===== config.mk =====
export PLATFORM = sky130hd
export DESIGN_NAME = lc3_multicycle_core_flat
export DESIGN_NICKNAME = d
export VERILOG_FILES = /design/src/rtl/lc3_pkg.sv /design/src/rtl/lc3_mem_if.sv /design/src/rtl/lc3_regfile.sv /design/src/rtl/lc3_multicycle_core.sv /design/src/flat_wrapper.sv
export SDC_FILE = /design/constraint.sdc
export NUM_CORES = 1
export LEC_CHECK = 0
export ABC_AREA = 0
export ABC_CLOCK_PERIOD_IN_PS = 6200
export BUFFER_PORTS_ARGS = -buffer_cell sky130_fd_sc_hd__clkbuf_2
export CORE_MARGIN = 1
export CORE_UTILIZATION = 50
export CTS_BUF_LIST = sky130_fd_sc_hd__clkbuf_2
export CTS_CLUSTER_DIAMETER = 100
export CTS_CLUSTER_SIZE = 12
export DETAILED_ROUTE_END_ITERATION = 7
export GPL_TIMING_DRIVEN = 0
export PLACE_DENSITY_LB_ADDON = 0.08
export REMOVE_ABC_BUFFERS = 1
export SYNTH_ARGS = -nofsm -noshare
export SYNTH_HDL_FRONTEND = slang
export SYNTH_HIERARCHICAL = 1
export SYNTH_SLANG_ARGS = --single-unit

===== constraint.sdc =====
create_clock -name clk -period 6.2 [get_ports clk]
set_input_delay 0.93 -clock clk [delete_from_list [all_inputs] [get_ports clk]]
set_output_delay 0.93 -clock clk [all_outputs]
set_load 0.05 [all_outputs]

===== src/rtl/lc3_pkg.sv =====
// Shared LC-3 definitions: widths, opcodes, FSM states and small datapath helpers.
package lc3_pkg;
  localparam int WORD_WIDTH = 16;
  localparam int REG_COUNT  = 8;

  typedef logic [WORD_WIDTH-1:0] word_t;

  localparam logic [3:0] OP_BR  = 4'h0;
  localparam logic [3:0] OP_ADD = 4'h1;
  localparam logic [3:0] OP_LD  = 4'h2;
  localparam logic [3:0] OP_ST  = 4'h3;
  localparam logic [3:0] OP_AND = 4'h5;
  localparam logic [3:0] OP_LDR = 4'h6;
  localparam logic [3:0] OP_STR = 4'h7;
  localparam logic [3:0] OP_NOT = 4'h9;
  localparam logic [3:0] OP_JMP = 4'hC;
  localparam logic [3:0] OP_LEA = 4'hE;

  typedef enum logic [2:0] {
    S_FETCH, S_DECODE, S_EXEC, S_MEM, S_WB, S_HALT
  } state_t;

  // Sign-extend the low 'bits' bits of v to a full word.
  function automatic word_t sext(input word_t v, input int unsigned bits);
    logic signed [WORD_WIDTH-1:0] t;
    t = v << (WORD_WIDTH - bits);
    return t >>> (WORD_WIDTH - bits);
  endfunction

  function automatic logic [2:0] nzp(input word_t v);
    return v[WORD_WIDTH-1] ? 3'b100 : ((v == '0) ? 3'b010 : 3'b001);
  endfunction
endpackage


===== src/rtl/lc3_mem_if.sv =====
// Unified memory port: single request/ready transaction, core is master.
interface lc3_mem_if;
  import lc3_pkg::*;
  logic  mem_req;
  logic  mem_we;
  word_t mem_addr;
  word_t mem_wdata;
  word_t mem_rdata;
  logic  mem_ready;

  modport master (output mem_req, mem_we, mem_addr, mem_wdata,
                  input  mem_rdata, mem_ready);
  modport slave  (input  mem_req, mem_we, mem_addr, mem_wdata,
                  output mem_rdata, mem_ready);
endinterface


===== src/rtl/lc3_regfile.sv =====
// 8x16 register file: two async read ports, one sync write port, async clear.
module lc3_regfile
  import lc3_pkg::*;
(
  input  logic       clk,
  input  logic       rst,
  input  logic       we,
  input  logic [2:0] wrAddr,
  input  word_t      wrData,
  input  logic [2:0] rdAddrA,
  input  logic [2:0] rdAddrB,
  output word_t      rdDataA,
  output word_t      rdDataB
);
  word_t regs [REG_COUNT];

  always_ff @(posedge clk or negedge rst) begin
    if (!rst) begin
      for (int i = 0; i < REG_COUNT; i++) regs[i] <= '0;
    end else if (we) begin
      regs[wrAddr] <= wrData;
    end
  end

  assign rdDataA = regs[rdAddrA];
  assign rdDataB = regs[rdAddrB];
endmodule


===== src/rtl/lc3_multicycle_core.sv =====
// Multi-cycle LC-3 core: FETCH/DECODE/EXEC/MEM/WB sequencer over one shared memory port.
module lc3_multicycle_core
  import lc3_pkg::*;
#(
  parameter word_t START_ADDR = 16'h3000,
  parameter bit    EXT_ISA    = 1'b1
) (
  input  logic         clk,
  input  logic         rst,
  lc3_mem_if.master    mem,
  output word_t        pc,
  output logic [2:0]   cc,
  output logic         halted
);
  state_t     state;
  word_t      ir, aReg, bReg, aluOut, mdr;
  word_t      rdDataA, rdDataB, wbData, opB, off9, off6;
  logic [3:0] op;
  logic [2:0] rdAddrB;
  logic       isLoad, isStore, legal;

  assign op      = ir[15:12];
  assign isLoad  = (op == OP_LD) || (op == OP_LDR);
  assign isStore = (op == OP_ST) || (op == OP_STR);
  assign rdAddrB = isStore ? ir[11:9] : ir[2:0];
  assign wbData  = isLoad ? mdr : aluOut;
  assign off9    = sext(word_t'(ir[8:0]), 9);
  assign off6    = sext(word_t'(ir[5:0]), 6);
  assign opB     = ir[5] ? sext(word_t'(ir[4:0]), 5) : bReg;

  always_comb begin
    legal = 1'b0;
    case (op)
      OP_ADD, OP_AND, OP_NOT, OP_LD, OP_ST, OP_JMP: legal = 1'b1;
      OP_BR, OP_LEA, OP_LDR, OP_STR:                legal = EXT_ISA;
      default:                                      legal = 1'b0;
    endcase
  end

  // Request is held low during reset so an in-flight store is dropped.
  assign mem.mem_req   = rst && ((state == S_FETCH) || (state == S_MEM));
  assign mem.mem_we    = (state == S_MEM) && isStore;
  assign mem.mem_addr  = (state == S_MEM) ? aluOut : pc;
  assign mem.mem_wdata = bReg;

  lc3_regfile u_rf (
    .clk     (clk),
    .rst     (rst),
    .we      (state == S_WB),
    .wrAddr  (ir[11:9]),
    .wrData  (wbData),
    .rdAddrA (ir[8:6]),
    .rdAddrB (rdAddrB),
    .rdDataA (rdDataA),
    .rdDataB (rdDataB)
  );

  always_ff @(posedge clk or negedge rst) begin
    if (!rst) begin
      state  <= S_FETCH;
      pc     <= START_ADDR;
      ir     <= '0;
      aReg   <= '0;
      bReg   <= '0;
      aluOut <= '0;
      mdr    <= '0;
      cc     <= 3'b010;
      halted <= 1'b0;
    end else begin
      case (state)
        S_FETCH: if (mem.mem_ready) begin
          ir    <= mem.mem_rdata;
          pc    <= pc + 16'd1;
          state <= S_DECODE;
        end
        S_DECODE: if (!legal) begin
          state  <= S_HALT;
          halted <= 1'b1;
        end else begin
          aReg  <= rdDataA;
          bReg  <= rdDataB;
          state <= S_EXEC;
        end
        S_EXEC: begin
          state <= S_WB;
          case (op)
            OP_ADD: aluOut <= aReg + opB;
            OP_AND: aluOut <= aReg & opB;
            OP_NOT: aluOut <= ~aReg;
            OP_LEA: aluOut <= pc + off9;
            OP_LD, OP_ST: begin
              aluOut <= pc + off9;
              state  <= S_MEM;
            end
            OP_LDR, OP_STR: begin
              aluOut <= aReg + off6;
              state  <= S_MEM;
            end
            OP_JMP: begin
              pc    <= aReg;
              state <= S_FETCH;
            end
            OP_BR: begin
              if ((ir[11:9] & cc) != 3'b000) pc <= pc + off9;
              state <= S_FETCH;
            end
            default: state <= S_HALT;
          endcase
        end
        S_MEM: if (mem.mem_ready) begin
          if (isLoad) begin
            mdr   <= mem.mem_rdata;
            state <= S_WB;
          end else begin
            state <= S_FETCH;
          end
        end
        S_WB: begin
          // LEA computes an address, so it leaves the flags alone.
          if (op != OP_LEA) cc <= nzp(wbData);
          state <= S_FETCH;
        end
        default: state <= S_HALT;
      endcase
    end
  end
endmodule


===== src/flat_wrapper.sv =====
// flat-port wrapper written by rule: the top's interface ports become plain ports
module lc3_multicycle_core_flat import lc3_pkg::*;
#(
  parameter word_t START_ADDR = 16'h3000,
  parameter bit    EXT_ISA    = 1'b1
)
  (clk, rst, pc, cc, halted, mem_mem_req, mem_mem_we, mem_mem_addr, mem_mem_wdata, mem_mem_rdata, mem_mem_ready);
  lc3_mem_if mem_i ();
  input  logic clk;
  input  logic rst;
  output word_t pc;
  output logic [2:0] cc;
  output logic halted;
  output wire logic [$bits(mem_i.mem_req)-1:0] mem_mem_req;
  output wire logic [$bits(mem_i.mem_we)-1:0] mem_mem_we;
  output wire logic [$bits(mem_i.mem_addr)-1:0] mem_mem_addr;
  output wire logic [$bits(mem_i.mem_wdata)-1:0] mem_mem_wdata;
  input wire logic [$bits(mem_i.mem_rdata)-1:0] mem_mem_rdata;
  input wire logic [$bits(mem_i.mem_ready)-1:0] mem_mem_ready;
  assign mem_mem_req = mem_i.mem_req;
  assign mem_mem_we = mem_i.mem_we;
  assign mem_mem_addr = mem_i.mem_addr;
  assign mem_mem_wdata = mem_i.mem_wdata;
  assign mem_i.mem_rdata = mem_mem_rdata;
  assign mem_i.mem_ready = mem_mem_ready;
  lc3_multicycle_core #(.START_ADDR(START_ADDR), .EXT_ISA(EXT_ISA)) u_core (.clk(clk), .rst(rst), .mem(mem_i), .pc(pc), .cc(cc), .halted(halted));
endmodule

After elaboration in Yosys (flattened, before gate mapping)
Memory sizes are Yosys's and may differ from the RTL's. Index checks and enable logic that the tools add are counted.

Add/sub/neg operators: 4. Multipliers: 0. Divide/modulo/power cells: 0. $lt $le $gt $ge: 4. Eq/ne operators: 18. Shift operators: 0. Mux-type cells: 26. Bitwise operators: 7. Reduce and logical (&&, ||, !) cells: 25.

Operator list (count): 16-bit two-way mux (10); 128-bit bitwise mux (1); 16-bit binary-select mux with 3-bit select (2); 16-bit one-hot mux with 5 select lines (1); 16-bit one-hot mux with 2 select lines (2); 16-bit adder (3); 16-bit demux with 3-bit select (1); 3-bit two-way mux (6); 16-bit by 1-bit adder with 16-bit output (second input constant) (1); 16-bit AND (1); 16-bit logical NOT (1); 16-bit NOT (1); 3-bit one-hot mux with 5 select lines (1); 4-bit by 3-bit == test with 1-bit output (second input constant) (3); 4-bit == test (second input constant) (3); 4-bit greater-or-equal comparator (second input constant) (3); 3-bit NOT with 4-bit output (3); 2-bit AND reduction (6); 3-bit one-hot mux with 3 select lines (1); 4-bit by 2-bit == test with 1-bit output (second input constant) (2); 4-bit OR reduction (2); 3-bit by 2-bit == test with 1-bit output (second input constant) (2); 3-bit by 2-bit inequality test with 1-bit output (second input constant) (2); 5-bit nonzero test (1); other kinds (19) (25).

Flip-flop bits (word level): 231. Latch bits: 0. Memory bits (writable): 0. Memory bits (read-only): 16. Input port bits: 19. Output and inout port bits: 54. Logic and storage cells: 102. Memories kept: 1.

Memories: (name not given) (depth 16, bits a word 1, rd ports 1, clocked after Yosys merged registers in 0, wr ports 0, RTL line lc3_multicycle_core.sv:33) `case (op)`.

Depth between registers and ports, before layout
Depth in word-level cells: 7. Depth in mapped cells: 15. Mapped depth without buffers: 14.

By module
The synthesis kept the hierarchy.

By module, submodules not included: lc3_multicycle_core (times used 1, cells an instance 837, area each 7248.2 um2, seq. area each 2581.2 um2); lc3_regfile (times used 1, cells an instance 393, area each 7000.5 um2, seq. area each 3203.1 um2).

Worst setup path after synthesis
OpenSTA, ideal clock, no wires.

Path type: reg-to-output. Start: reg u_core.state[2]. End: out mem_mem_addr[3]. Arrival: 2198 ps. Data required time: 5270 ps. Setup slack: 3072 ps. Stages on the path, launching flop included: 5. Cells stage by stage: dfrtp_1 buf_2 nand3b_1 clkinv_1 o21ai_0.

Word-level cells in the longest chain between the ends: 2.

Ends and longest elaborated chain: start, declared (RTL line lc3_multicycle_core.sv:15) `state_t state;`; start signal, assigned (RTL line lc3_multicycle_core.sv:60) `state <= S_FETCH;`; start signal, assigned (RTL line lc3_multicycle_core.sv:74) `state <= S_DECODE;`; start signal, assigned (RTL line lc3_multicycle_core.sv:77) `state <= S_HALT;`; 3-bit by 2-bit == test with 1-bit output (RTL line lc3_multicycle_core.sv:43) `assign mem.mem_addr = (state == S_MEM) ? aluOut : pc;`; 16-bit two-way mux (RTL line lc3_multicycle_core.sv:43); end, declared (RTL line flat_wrapper.sv:16) `output wire logic [$bits(mem_i.mem_addr)-1:0] mem_mem_addr;`.

Every way passes these cells.

Worst setup path in the final report
Same ends and word-level chain as after synthesis.

==> impl_metrics.ini <==
[cts]
cts_tree = built
cts_made_buffers = 23
cts_setup_buffers = 0
clock_path_buffers = 3
htree_levels = 1
cts-root-buf = clkbuf_2
clk_latency_ns = 0.91
cts_resized = 0
hold_buffers = 1
path_clk_slew_ns = 0.26
cts_sinks = 231

[timing]
finalHoldViolCount = 0
slew_headroom_pct = 14.91
slew_violations = 0
period_needed_ns = 4.657
fin_crit_sh_pct = 75.12
rsz0062_at_grt = false
final.setup.worst_slack_ns = 1.543
finalSetupViolCount = 0
skew_ns = 0.08936
max_freq_mhz = 214.7
tightest_slew_ns = 1.276

[placement]
gp_congestion = 0.9185
dp.cells = 1620
dp_hpwl_mm = 28.36
port_buffers = 72
pre_cts_ws_ns = 1.916

[worst_setup_path]
startpoint = u_core/state[2]$_DFFE_PN0P_
worstSetupPathType = reg2out
arrival_ns = 3.73
cp-start-kind = register
r2r_slack_ns = 1.80
worst_setup_path_end_kind = output port
r2r_cells = 11
rr_startpoint = u_core/ir[13]$_DFFE_PN0P_
worstPathMaxFanout = 19
worst_ep_required_time_ns = 5.27
r2r-end = u_core/aluOut[14]$_DFFE_PN0P_

[cells_and_area]
final_nets = 1321
syn_to_final_growth_pct = 6.296
n_fill_cell = 2453
drive_gt1_share_pct = 30.37
multiInputGateArea_um2 = 7989
regArea_um2 = 5787
stdcell_count = 1663

[logic_synthesis]
synth-async-reset-ratio_pct = 100.0
netlist_area_um2 = 14250
ys_top_cells_by_count = 228 x dfrtp_1, 222 x mux2_2, 146 x nand2_1
synthDistinctLibCells = 79
yosysMostFrequentCell = dfrtp_1
synthDominantCellAreaShare_pct = 40.04
yosysTopAreaCell = dfrtp_1
synth_ff_type = dfrtp_1
yosys-top-cells-area = dfrtp_1 40%, mux2_2 18%, mux4_1 10%
yosys_warnings = 6
syn_area_per_cell_um2 = 11.58
synth_edf_count = 0
yosysSeqAreaShare_pct = 40.60
ys_ff_latch = 231
syn_inst = 1230

[min_path]
min_path_cells = 3
hp-start = mem_mem_rdata[13]
min_to = u_core/ir[13]$_DFFE_PN0P_
holdCritPathClass = in2reg

[detailed_routing]
postRouteAntennaNets = 0
wl_per_cell_um = 24.21
dr.pass1.iters = 6
viasPerCell = 6.205
vias = 10319
drc = 0
drtIter0Drc = 852
routed_wl_mm = 40.26

[global_route]
grtUsageTotal_pct = 28.07
grt_pass1_vias = 9829
grt-ovfl-total = 0
grt_max_degree = 114
grt_pass1_wl_mm = 60.80
antenna_found_initial = 1

[power]
switchingPower_w = 0.004012
peakVddDrop_v = 0.0002210
p_total_w = 0.008229
p_clk_share_pct = 8.6
comb_power_share_pct = 57.1
internal_power_w = 0.004217
power.density_nw_per_um2 = 543.3
p_leak_nw = 7.159
swShare_pct = 48.75
seq_power_share_pct = 34.4

[floorplan]
design.core.area_um2 = 27930
die_h_um = 170.8
rows = 61
dieArea_um2 = 29180
io_pins = 73
initial_utilization_pct = 51.01
die_w_um = 170.8

[status]
status = finished, final reports clean

[flow_run]
cap_violations = 0
-- final cells by class --
cell class,count,share of cell area (%)
multi-input combinational,901,52.75
sequential,231,38.21
timing repair buffer,87,3.924
tap,378,3.123
clock buffer,39,1.289
inverter,24,0.5948
clock inverter,2,0.09913
antenna,1,0.01652
-- worst max-delay path by stage --
stage / end / depth (start not counted)
6_report: mem_mem_addr[3] / 4
5_1_grt: mem_mem_addr[3] / 4
4_1_cts: mem_mem_addr[3] / 4
3_5_place_dp: u_core/aluOut[14]$_DFFE_PN0P_ / 11
3_3_place_gp: mem_mem_req / 3
2_1_floorplan: u_core/pc[11]$_DFFE_PN0P_ / 5
-- layout by cell type, fill, tap and decap left out, types with 8 or more instances in the layout --
cell | Yosys | final
dfrtp_1 | 228 | 226
mux2_2 | 222 | 222
nand2_1 | 146 | 146
clkbuf_2 | 3 | 110
o21ai_0 | 64 | 64
a21oi_1 | 60 | 59
mux4_1 | 56 | 56
nor2_1 | 53 | 53
ha_1 | 32 | 32
nand3_1 | 28 | 28
inv_1 | 23 | 23
a21o_1 | 22 | 22
a31oi_1 | 16 | 16
xnor2_1 | 15 | 15
nor3_1 | 12 | 12
o21a_1 | 10 | 10
xor2_1 | 9 | 9
a221oi_1 | 9 | 9
or4_1 | 8 | 8
mux4_2 | 8 | 8
-- kinds of logic after synthesis --
family	synth area share (%)
AND/OR/NAND/NOR	10.70
multiplexers	29.73
AO/OA/AOI/OAI	10.79
flip-flops	40.60
buffers and inverters	3.618
adder cells (fa/ha/maj)	3.091
XOR/XNOR	1.475
-- worst max-delay path, stage by stage, from the launching register on --
cell and delay (ns):
dfrtp_1 0.65, nand3b_1 0.64, clkinv_1 0.78, o21ai_0 0.42, clkbuf_2 0.33
-- registers in the layout (all words and copies together) (netlist names) --
register,cells
u_core/mdr,16
u_core/aReg,16
u_core/aluOut,16
u_core/ir,16
u_core/mem.mem_wdata,16
u_core/u_rf/regs,128
u_core/cc,3
u_core/state,3
u_core/halted,1
u_core/pc,16
-- power by group through the flow --
stage	combinational, W	sequential, W	clock [W]
2_1_floorplan	0.00319	0.00286	0
3_3_place_gp	0.00450	0.00288	0
4_1_cts	0.00468	0.00281	0.000736
6_report	0.00470	0.00283	0.000704
5_1_grt	0.00504	0.00291	0.000802
3_5_place_dp	0.00465	0.00285	0
-- metrics by stage --
step	hold slack (ns)	setup TNS [ns]	utilization, %	area (µm²)
6_report	0.2007	0	54.22	15150
4_1_cts	0.1150	0	54.21	15140
3_3_place_gp	0.4550	-153.59	52.47	14660
2_1_floorplan	0.4737	0	-	13820
5_1_grt	0.1027	0	54.22	15150
3_5_place_dp	0.4602	0	53.42	14920
-- per-layer routing --
layer,part of all wire [%],track usage [%],vias to the layer above,routed length (µm)
met5,0,0,-,0
met4,2.1,6.832,0,852
met1,46,40.34,5222,18610
li1,-,-,4731,-
met2,46,45.43,317,18640
met3,5.4,3.192,49,2155
(Power assumes the default switching activity.)
